`config.mk`:
```
export PLATFORM = sky130hd
export DESIGN_NAME = uart_rx_ctrl_flat
export DESIGN_NICKNAME = d
export VERILOG_FILES = /design/src/rtl/uart_rx_pkg.sv /design/src/rtl/uart_rx_ctrl_if.sv /design/src/rtl/rx_frame_fifo.sv /design/src/rtl/uart_rx_ctrl.sv /design/src/flat_wrapper.sv
export SDC_FILE = /design/constraint.sdc
export NUM_CORES = 1
export LEC_CHECK = 0
export ABC_AREA = 1
export CELL_PAD_IN_SITES_DETAIL_PLACEMENT = 0
export CELL_PAD_IN_SITES_GLOBAL_PLACEMENT = 1
export CORE_MARGIN = 2
export CORE_UTILIZATION = 40
export DETAILED_ROUTE_END_ITERATION = 16
export GPL_ROUTABILITY_DRIVEN = 0
export GPL_TIMING_DRIVEN = 0
export HOLD_SLACK_MARGIN = 0.06
export PLACE_DENSITY = 0.89
export SKIP_CTS_REPAIR_TIMING = 1
export SLEW_MARGIN = 20
export SYNTH_ARGS = -nofsm -noshare
export SYNTH_HDL_FRONTEND = slang
export SYNTH_SLANG_ARGS = --single-unit
export TNS_END_PERCENT = 30
```
`constraint.sdc`:
```
create_clock -name clk -period 1.7 [get_ports clk]
set_input_delay 0.255 -clock clk [delete_from_list [all_inputs] [get_ports clk]]
set_output_delay 0.255 -clock clk [all_outputs]
set_load 0.005 [all_outputs]
```
`src/rtl/uart_rx_pkg.sv`:
```
// Shared types and constants for the UART receive controller.
//   rx_state_e     : controller FSM states
//   rx_cfg_t       : receiver configuration {par_en, par_typ, prescale}
//   CfgRst         : configuration applied out of reset (parity on, even, prescale 8)
//   Prescale8/16/32: the only prescale values the receiver accepts
//   EntryW         : FIFO entry width {data[7:0], par_err, stp_err}
package uart_rx_pkg;

  typedef enum logic [0:0] {
    StIdle   = 1'b0,
    StActive = 1'b1
  } rx_state_e;

  typedef struct packed {
    logic       par_en;
    logic       par_typ;
    logic [5:0] prescale;
  } rx_cfg_t;

  localparam logic       ParEnRst    = 1'b1;
  localparam logic       ParTypRst   = 1'b0;
  localparam logic [5:0] PrescaleRst = 6'd8;

  localparam rx_cfg_t CfgRst = '{par_en: ParEnRst, par_typ: ParTypRst, prescale: PrescaleRst};

  localparam logic [5:0] Prescale8  = 6'd8;
  localparam logic [5:0] Prescale16 = 6'd16;
  localparam logic [5:0] Prescale32 = 6'd32;

  localparam int unsigned EntryW = 10;

  function automatic logic prescale_legal(input logic [5:0] p);
    return (p == Prescale8) || (p == Prescale16) || (p == Prescale32);
  endfunction

endpackage

```
`src/rtl/uart_rx_ctrl_if.sv`:
```
// Bus bundle between the UART receive controller and its environment.
//   Config   : cfg_wr, cfg_par_en, cfg_par_typ, cfg_prescale -> cfg_busy, cfg_err
//   Applied  : PAR_EN, PAR_TYP, prescale (towards the receiver)
//   Receiver : RX_IN, rx_data_valid, rx_par_err, rx_stp_err, rx_p_data
//   FIFO     : fifo_valid, fifo_data, fifo_par_err, fifo_stp_err, fifo_rd
//   Status   : ovf, ovf_clr, rx_timeout, rx_active
// slave is the controller side, master is the environment side.
interface uart_rx_ctrl_if;

  logic       cfg_wr;
  logic       cfg_par_en;
  logic       cfg_par_typ;
  logic [5:0] cfg_prescale;
  logic       cfg_busy;
  logic       cfg_err;
  logic       PAR_EN;
  logic       PAR_TYP;
  logic [5:0] prescale;
  logic       RX_IN;
  logic       rx_data_valid;
  logic       rx_par_err;
  logic       rx_stp_err;
  logic [7:0] rx_p_data;
  logic       fifo_valid;
  logic [7:0] fifo_data;
  logic       fifo_par_err;
  logic       fifo_stp_err;
  logic       fifo_rd;
  logic       ovf;
  logic       ovf_clr;
  logic       rx_timeout;
  logic       rx_active;

  modport slave (
    input  cfg_wr, cfg_par_en, cfg_par_typ, cfg_prescale,
    input  RX_IN, rx_data_valid, rx_par_err, rx_stp_err, rx_p_data,
    input  fifo_rd, ovf_clr,
    output cfg_busy, cfg_err, PAR_EN, PAR_TYP, prescale,
    output fifo_valid, fifo_data, fifo_par_err, fifo_stp_err,
    output ovf, rx_timeout, rx_active
  );

  modport master (
    output cfg_wr, cfg_par_en, cfg_par_typ, cfg_prescale,
    output RX_IN, rx_data_valid, rx_par_err, rx_stp_err, rx_p_data,
    output fifo_rd, ovf_clr,
    input  cfg_busy, cfg_err, PAR_EN, PAR_TYP, prescale,
    input  fifo_valid, fifo_data, fifo_par_err, fifo_stp_err,
    input  ovf, rx_timeout, rx_active
  );

endinterface

```
`src/rtl/rx_frame_fifo.sv`:
```
// Received-frame FIFO with combinational head.
//   clk_i, rst_ni : clock, synchronous active-low reset (pointers only)
//   push_i/data_i : write request and entry
//   pop_i         : read request, ignored when empty
//   full_o/empty_o: status; head_o: oldest entry (valid when !empty_o)
// A push while full only lands if a pop frees a slot on the same edge.
module rx_frame_fifo
  import uart_rx_pkg::*;
#(
  parameter int unsigned Depth = 4
) (
  input  logic              clk_i,
  input  logic              rst_ni,
  input  logic              push_i,
  input  logic [EntryW-1:0] data_i,
  input  logic              pop_i,
  output logic              full_o,
  output logic              empty_o,
  output logic [EntryW-1:0] head_o
);

  localparam int unsigned AW = (Depth > 1) ? $clog2(Depth) : 1;

  logic [AW:0]       wr_ptr_q, wr_ptr_d, rd_ptr_q, rd_ptr_d;
  logic [EntryW-1:0] mem_q [Depth];
  logic              push_en, pop_en;

  // Extra MSB distinguishes full from empty when the index bits match.
  assign empty_o = (wr_ptr_q == rd_ptr_q);
  assign full_o  = (wr_ptr_q[AW] != rd_ptr_q[AW]) && (wr_ptr_q[AW-1:0] == rd_ptr_q[AW-1:0]);
  assign pop_en  = pop_i && !empty_o;
  assign push_en = push_i && (!full_o || pop_i);

  assign wr_ptr_d = wr_ptr_q + {{AW{1'b0}}, push_en};
  assign rd_ptr_d = rd_ptr_q + {{AW{1'b0}}, pop_en};
  assign head_o   = mem_q[rd_ptr_q[AW-1:0]];

  always_ff @(posedge clk_i) begin
    if (!rst_ni) begin
      wr_ptr_q <= '0;
      rd_ptr_q <= '0;
    end else begin
      wr_ptr_q <= wr_ptr_d;
      rd_ptr_q <= rd_ptr_d;
    end
  end

  always_ff @(posedge clk_i) begin
    if (push_en) begin
      mem_q[wr_ptr_q[AW-1:0]] <= data_i;
    end
  end

endmodule

```
`src/rtl/uart_rx_ctrl.sv`:
```
// UART receive controller: frame tracking FSM, receiver configuration staging and a
// received-frame FIFO with sticky overflow.
//   clk, rst_n : clock, synchronous active-low reset
//   bus_io     : uart_rx_ctrl_if.slave (config, applied config, receiver pulses, FIFO, status)
// Build option: define UART_RX_CTRL_TIMEOUT_EN to enable the frame watchdog, which ends a
// frame after prescale*FRAME_BITS ACTIVE cycles without a frame-end pulse. Without it
// rx_timeout is tied low and only frame-end pulses leave ACTIVE.
module uart_rx_ctrl
  import uart_rx_pkg::*;
#(
  parameter int unsigned FIFO_DEPTH = 4,
  parameter int unsigned FRAME_BITS = 12
) (
  input logic           clk,
  input logic           rst_n,
  uart_rx_ctrl_if.slave bus_io
);

  rx_state_e         state_q, state_d;
  rx_cfg_t           cfg_q, cfg_d, pend_q, pend_d;
  logic              rx_q;
  logic              busy_q, busy_d;
  logic              cfg_err_q;
  logic              ovf_q, ovf_d;
  logic              fall_edge, frame_end, wd_expire, push, ovf_set, apply, cfg_legal;
  logic              full, empty;
  logic [EntryW-1:0] head;

  assign fall_edge = rx_q & ~bus_io.RX_IN;
  assign frame_end = bus_io.rx_data_valid | bus_io.rx_par_err | bus_io.rx_stp_err;
  assign push      = (state_q == StActive) & frame_end;

`ifdef UART_RX_CTRL_TIMEOUT_EN
  logic [8:0] wd_cnt_q, wd_cnt_d, wd_limit;

  // Limit is taken from the applied prescale, which is frozen while ACTIVE.
  assign wd_limit  = 9'(32'(cfg_q.prescale) * FRAME_BITS - 32'd1);
  assign wd_expire = (state_q == StActive) & ~frame_end & (wd_cnt_q == wd_limit);

  // Held at zero in IDLE so the first ACTIVE cycle counts as 0.
  always_comb begin
    wd_cnt_d = '0;
    if (state_q == StActive) begin
      wd_cnt_d = wd_cnt_q + 9'd1;
    end
  end

  always_ff @(posedge clk) begin
    if (!rst_n) begin
      wd_cnt_q <= '0;
    end else begin
      wd_cnt_q <= wd_cnt_d;
    end
  end
`else
  logic unused_frame_bits;
  assign unused_frame_bits = ^FRAME_BITS;
  assign wd_expire         = 1'b0;
`endif

  always_comb begin
    state_d = state_q;
    case (state_q)
      StIdle:   if (fall_edge) state_d = StActive;
      StActive: if (frame_end || wd_expire) state_d = StIdle;
      default:  state_d = StIdle;
    endcase
  end

  // Staged config lands only in IDLE and never on a start-bit edge, so the receiver
  // never sees a change mid-frame.
  assign cfg_legal = prescale_legal(bus_io.cfg_prescale);
  assign apply     = busy_q & (state_q == StIdle) & ~fall_edge;

  always_comb begin
    cfg_d  = cfg_q;
    pend_d = pend_q;
    busy_d = busy_q;
    if (apply) begin
      cfg_d  = pend_q;
      busy_d = 1'b0;
    end
    // A new write on the apply edge re-arms with the newer value.
    if (bus_io.cfg_wr && cfg_legal) begin
      pend_d.par_en   = bus_io.cfg_par_en;
      pend_d.par_typ  = bus_io.cfg_par_typ;
      pend_d.prescale = bus_io.cfg_prescale;
      busy_d          = 1'b1;
    end
  end

  // A full FIFO only drops the push when nothing is popped on the same edge.
  assign ovf_set = push & full & ~bus_io.fifo_rd;

  always_comb begin
    ovf_d = ovf_q;
    if (ovf_set) begin
      ovf_d = 1'b1;
    end else if (bus_io.ovf_clr) begin
      ovf_d = 1'b0;
    end
  end

  always_ff @(posedge clk) begin
    if (!rst_n) begin
      state_q   <= StIdle;
      rx_q      <= 1'b1;
      cfg_q     <= CfgRst;
      pend_q    <= CfgRst;
      busy_q    <= 1'b0;
      cfg_err_q <= 1'b0;
      ovf_q     <= 1'b0;
    end else begin
      state_q   <= state_d;
      rx_q      <= bus_io.RX_IN;
      cfg_q     <= cfg_d;
      pend_q    <= pend_d;
      busy_q    <= busy_d;
      cfg_err_q <= bus_io.cfg_wr & ~cfg_legal;
      ovf_q     <= ovf_d;
    end
  end

  rx_frame_fifo #(
    .Depth (FIFO_DEPTH)
  ) u_fifo (
    .clk_i   (clk),
    .rst_ni  (rst_n),
    .push_i  (push),
    .data_i  ({bus_io.rx_p_data, bus_io.rx_par_err, bus_io.rx_stp_err}),
    .pop_i   (bus_io.fifo_rd),
    .full_o  (full),
    .empty_o (empty),
    .head_o  (head)
  );

  assign bus_io.cfg_busy     = busy_q;
  assign bus_io.cfg_err      = cfg_err_q;
  assign bus_io.PAR_EN       = cfg_q.par_en;
  assign bus_io.PAR_TYP      = cfg_q.par_typ;
  assign bus_io.prescale     = cfg_q.prescale;
  assign bus_io.fifo_valid   = ~empty;
  assign bus_io.fifo_data    = head[9:2];
  assign bus_io.fifo_par_err = head[1];
  assign bus_io.fifo_stp_err = head[0];
  assign bus_io.ovf          = ovf_q;
  assign bus_io.rx_timeout   = wd_expire;
  assign bus_io.rx_active    = (state_q == StActive);

endmodule

```
`src/flat_wrapper.sv`:
```
// flat-port wrapper written by rule: the top's interface ports become plain ports
module uart_rx_ctrl_flat import uart_rx_pkg::*;
#(
  parameter int unsigned FIFO_DEPTH = 4,
  parameter int unsigned FRAME_BITS = 12
)
  (clk, rst_n, bus_io_cfg_wr, bus_io_cfg_par_en, bus_io_cfg_par_typ, bus_io_cfg_prescale, bus_io_RX_IN, bus_io_rx_data_valid, bus_io_rx_par_err, bus_io_rx_stp_err, bus_io_rx_p_data, bus_io_fifo_rd, bus_io_ovf_clr, bus_io_cfg_busy, bus_io_cfg_err, bus_io_PAR_EN, bus_io_PAR_TYP, bus_io_prescale, bus_io_fifo_valid, bus_io_fifo_data, bus_io_fifo_par_err, bus_io_fifo_stp_err, bus_io_ovf, bus_io_rx_timeout, bus_io_rx_active);
  uart_rx_ctrl_if bus_io_i ();
  input logic clk;
  input logic rst_n;
  input wire logic [$bits(bus_io_i.cfg_wr)-1:0] bus_io_cfg_wr;
  input wire logic [$bits(bus_io_i.cfg_par_en)-1:0] bus_io_cfg_par_en;
  input wire logic [$bits(bus_io_i.cfg_par_typ)-1:0] bus_io_cfg_par_typ;
  input wire logic [$bits(bus_io_i.cfg_prescale)-1:0] bus_io_cfg_prescale;
  input wire logic [$bits(bus_io_i.RX_IN)-1:0] bus_io_RX_IN;
  input wire logic [$bits(bus_io_i.rx_data_valid)-1:0] bus_io_rx_data_valid;
  input wire logic [$bits(bus_io_i.rx_par_err)-1:0] bus_io_rx_par_err;
  input wire logic [$bits(bus_io_i.rx_stp_err)-1:0] bus_io_rx_stp_err;
  input wire logic [$bits(bus_io_i.rx_p_data)-1:0] bus_io_rx_p_data;
  input wire logic [$bits(bus_io_i.fifo_rd)-1:0] bus_io_fifo_rd;
  input wire logic [$bits(bus_io_i.ovf_clr)-1:0] bus_io_ovf_clr;
  output wire logic [$bits(bus_io_i.cfg_busy)-1:0] bus_io_cfg_busy;
  output wire logic [$bits(bus_io_i.cfg_err)-1:0] bus_io_cfg_err;
  output wire logic [$bits(bus_io_i.PAR_EN)-1:0] bus_io_PAR_EN;
  output wire logic [$bits(bus_io_i.PAR_TYP)-1:0] bus_io_PAR_TYP;
  output wire logic [$bits(bus_io_i.prescale)-1:0] bus_io_prescale;
  output wire logic [$bits(bus_io_i.fifo_valid)-1:0] bus_io_fifo_valid;
  output wire logic [$bits(bus_io_i.fifo_data)-1:0] bus_io_fifo_data;
  output wire logic [$bits(bus_io_i.fifo_par_err)-1:0] bus_io_fifo_par_err;
  output wire logic [$bits(bus_io_i.fifo_stp_err)-1:0] bus_io_fifo_stp_err;
  output wire logic [$bits(bus_io_i.ovf)-1:0] bus_io_ovf;
  output wire logic [$bits(bus_io_i.rx_timeout)-1:0] bus_io_rx_timeout;
  output wire logic [$bits(bus_io_i.rx_active)-1:0] bus_io_rx_active;
  assign bus_io_i.cfg_wr = bus_io_cfg_wr;
  assign bus_io_i.cfg_par_en = bus_io_cfg_par_en;
  assign bus_io_i.cfg_par_typ = bus_io_cfg_par_typ;
  assign bus_io_i.cfg_prescale = bus_io_cfg_prescale;
  assign bus_io_i.RX_IN = bus_io_RX_IN;
  assign bus_io_i.rx_data_valid = bus_io_rx_data_valid;
  assign bus_io_i.rx_par_err = bus_io_rx_par_err;
  assign bus_io_i.rx_stp_err = bus_io_rx_stp_err;
  assign bus_io_i.rx_p_data = bus_io_rx_p_data;
  assign bus_io_i.fifo_rd = bus_io_fifo_rd;
  assign bus_io_i.ovf_clr = bus_io_ovf_clr;
  assign bus_io_cfg_busy = bus_io_i.cfg_busy;
  assign bus_io_cfg_err = bus_io_i.cfg_err;
  assign bus_io_PAR_EN = bus_io_i.PAR_EN;
  assign bus_io_PAR_TYP = bus_io_i.PAR_TYP;
  assign bus_io_prescale = bus_io_i.prescale;
  assign bus_io_fifo_valid = bus_io_i.fifo_valid;
  assign bus_io_fifo_data = bus_io_i.fifo_data;
  assign bus_io_fifo_par_err = bus_io_i.fifo_par_err;
  assign bus_io_fifo_stp_err = bus_io_i.fifo_stp_err;
  assign bus_io_ovf = bus_io_i.ovf;
  assign bus_io_rx_timeout = bus_io_i.rx_timeout;
  assign bus_io_rx_active = bus_io_i.rx_active;
  uart_rx_ctrl #(.FIFO_DEPTH(FIFO_DEPTH), .FRAME_BITS(FRAME_BITS)) u_core (.clk(clk), .rst_n(rst_n), .bus_io(bus_io_i));
endmodule
```
==> metrics.txt <==
Final Hold Viols=0; hold crit path type=in -> reg; crit path time final=1.78 ns; Worst Path Max Fanout=10; CP Launch Type=input pin; period utilization=104%; Top Ports=49; Post-route DRC=0; Crit path arrival time=about 1.8 ns; Vias per Instance=about 4.9; Synth Area per Inst=10.3 um^2; worst setup margin=-0.0752 ns; Pins Over Slew Limit=0; share of cells above drive strength 1=11.0%; reg-to-reg critical path startpoint=u_core.u_fifo.rd_ptr_q[1]; TritonCTS Sinks=67; H-Tree Level Count=3; Die Area=about 7200 um^2; pre-CTS setup slack=-0.733 ns; Core Area=approximately 6300 um^2; post-synthesis net count=roughly 280; sequential share of the synthesized area=66.5%; Clk Latency, worst-skew pair=about 0.34 ns; Pre-antenna DRT Iters=4; DR vias=1,928; flops & latches, synth=67; skew final=around 0.0063 ns; largest net degree at the start of global routing=12; RSZ-0062 raised after global routing=yes; TritonCTS clock tree=done; gr usage total=approximately 15%; Slew headroom=62.4%; Port Buffers=46; FMAX=about 560 MHz; Final setup viols=30; Nets=341; Critical Path RT=~1.7 ns; failing checks=negative setup slack; Syn Std Cell Area=between 2000 and 3000 um^2; setup tns final=-1.99 ns; PwrDens=just over 1000 nW/um^2; DIE WIDTH=around 85 um; per-cell routed wire length=13.3 um; CTS Buf Count=9; Worst Max-Slew Pin Slew=roughly 0.56 ns; drt first-iter violations=a little under 80; synth unique cells=21; Die Y=84.9 um; DP HPWL=between 3000 and 4000 um; Root Driver=clkbuf_8; total gr overflow=0; status=finished, violations left; number of global-route vias before repair=around 1,800; starting density of the core=just over 40%; initial antenna violation count=0; static leakage=between 1 and 1.5 nW; critical path class=in -> reg; Clock Path Buffers=2; hold_sp=bus_io_cfg_wr; Mapped Cells=254; VDD IR max=about 540 uV; Hold Slack=0.236 ns; Core Rows=29; Total Wirelength=5250 um; max cap viols=0; Antenna Cells=0; Yosys warnings=0; first-pass GRT wire length=about 8000 um; Reg clk slew, reported paths=around 0.07 ns; synthesis-to-layout area growth=31.5%; Detail Route Antenna Nets=0; worst setup path startpoint=bus_io_rx_stp_err; CP endpoint kind=flip-flop
-- per-layer routing --
layer	track usage, %	part of all wire (%)
met5	0	0
met1	17.6	42
met3	4.38	6.2
met2	23.8	49
met4	9.67	2.7
-- worst paths after layout --
kind / endpoint / slack [ns] / cells past startpoint
max reg2reg: u_core.u_fifo.mem_q[1][6] / -0.01 / 5
min reg2reg: u_core.pend_q[1] / 0.44 / 2
min: u_core.bus_io.cfg_err / 0.24 / 3
max: u_core.u_fifo.mem_q[1][6] / -0.08 / 5
-- synth_stat cells, drive strengths merged --
cell type / instances / area, um^2
clkbuf: 5 / 20.0
o22ai: 11 / 68.8
inv: 24 / 90.1
xor2: 2 / 17.5
nor3: 1 / 5.00
nand2: 36 / 155
o21ai: 26 / 130
conb: 1 / 3.75
nor2: 55 / 214
xnor2: 3 / 26.3
ha: 4 / 50.1
a21oi: 4 / 20.0
buf: 4 / 22.5
edfxtp: 40 / 1200
dfxtp: 27 / 541
nand3: 11 / 55.1
-- through the flow --
stage | instance area (um^2) | instances | util [%] | total power [W]
6_report | 3440 | 394 | 54.2 | 0.00353
3_3_place_gp | 3180 | 377 | 50.0 | 0.00232
2_1_floorplan | 2620 | 254 | - | 0.00205
5_1_grt | 3440 | 394 | 54.2 | 0.00369
3_5_place_dp | 3180 | 377 | 50.0 | 0.00233
4_1_cts | 3350 | 393 | 52.8 | 0.00353
-- sequential cells by signal (all words and copies together), names as in the netlist, 3 cells and up --
name / cells
u_core.pend_q: 8
u_core.bus_io.prescale: 6
u_core.u_fifo.wr_ptr_q: 3
u_core.u_fifo.mem_q: 40
u_core.u_fifo.rd_ptr_q: 3
-- logic make-up after synthesis --
group	share of synthesized area [%]
AND/OR/NAND/NOR	16.4
flip-flops	66.5
other	0.143
adder cells (fa/ha/maj)	1.91
AO/OA/AOI/OAI	8.36
buffers and inverters	5.06
XOR/XNOR	1.67
-- cells in the final DEF (no fill, tap or decap), drive strengths merged, types with 4 or more instances in the layout --
cell	count
dfxtp	27
a21oi	4
o22ai	11
nand2	36
o21ai	26
dlymetal6s2s	11
ha	4
buf	8
nor2	55
edfxtp	40
nand3	11
clkbuf	14
inv	24
clkdlybuf4s50	35
-- critical path, cell delays in order --
cell and delay (ns):
clkdlybuf4s50_1 0.57, nor3_1 0.08, nor2_1 0.20, nand2_2 0.16, nor2_2 0.47
-- layout make-up --
class	count	area, um^2
Tap cell	77	96.3
Buffer	9	72.6
Clock inverter	4	42.5
Fill cell	569	2910
Multi-Input combinational cell	154	763
Sequential cell	67	1750
Inverter	24	90.1
Timing Repair Buffer	47	495
Clock buffer	12	135
-- where the power goes --
group	total (W)	internal [W]	leakage, nW	switching (W)
clock	0.00121	0.000667	0.0894	0.000548
combinational	0.000528	0.000265	0.803	0.000263
sequential	0.00179	0.00177	0.583	0.0000249
total	0.00353	0.00270	1.48	0.000836
Power figures use the tool's default switching activity.
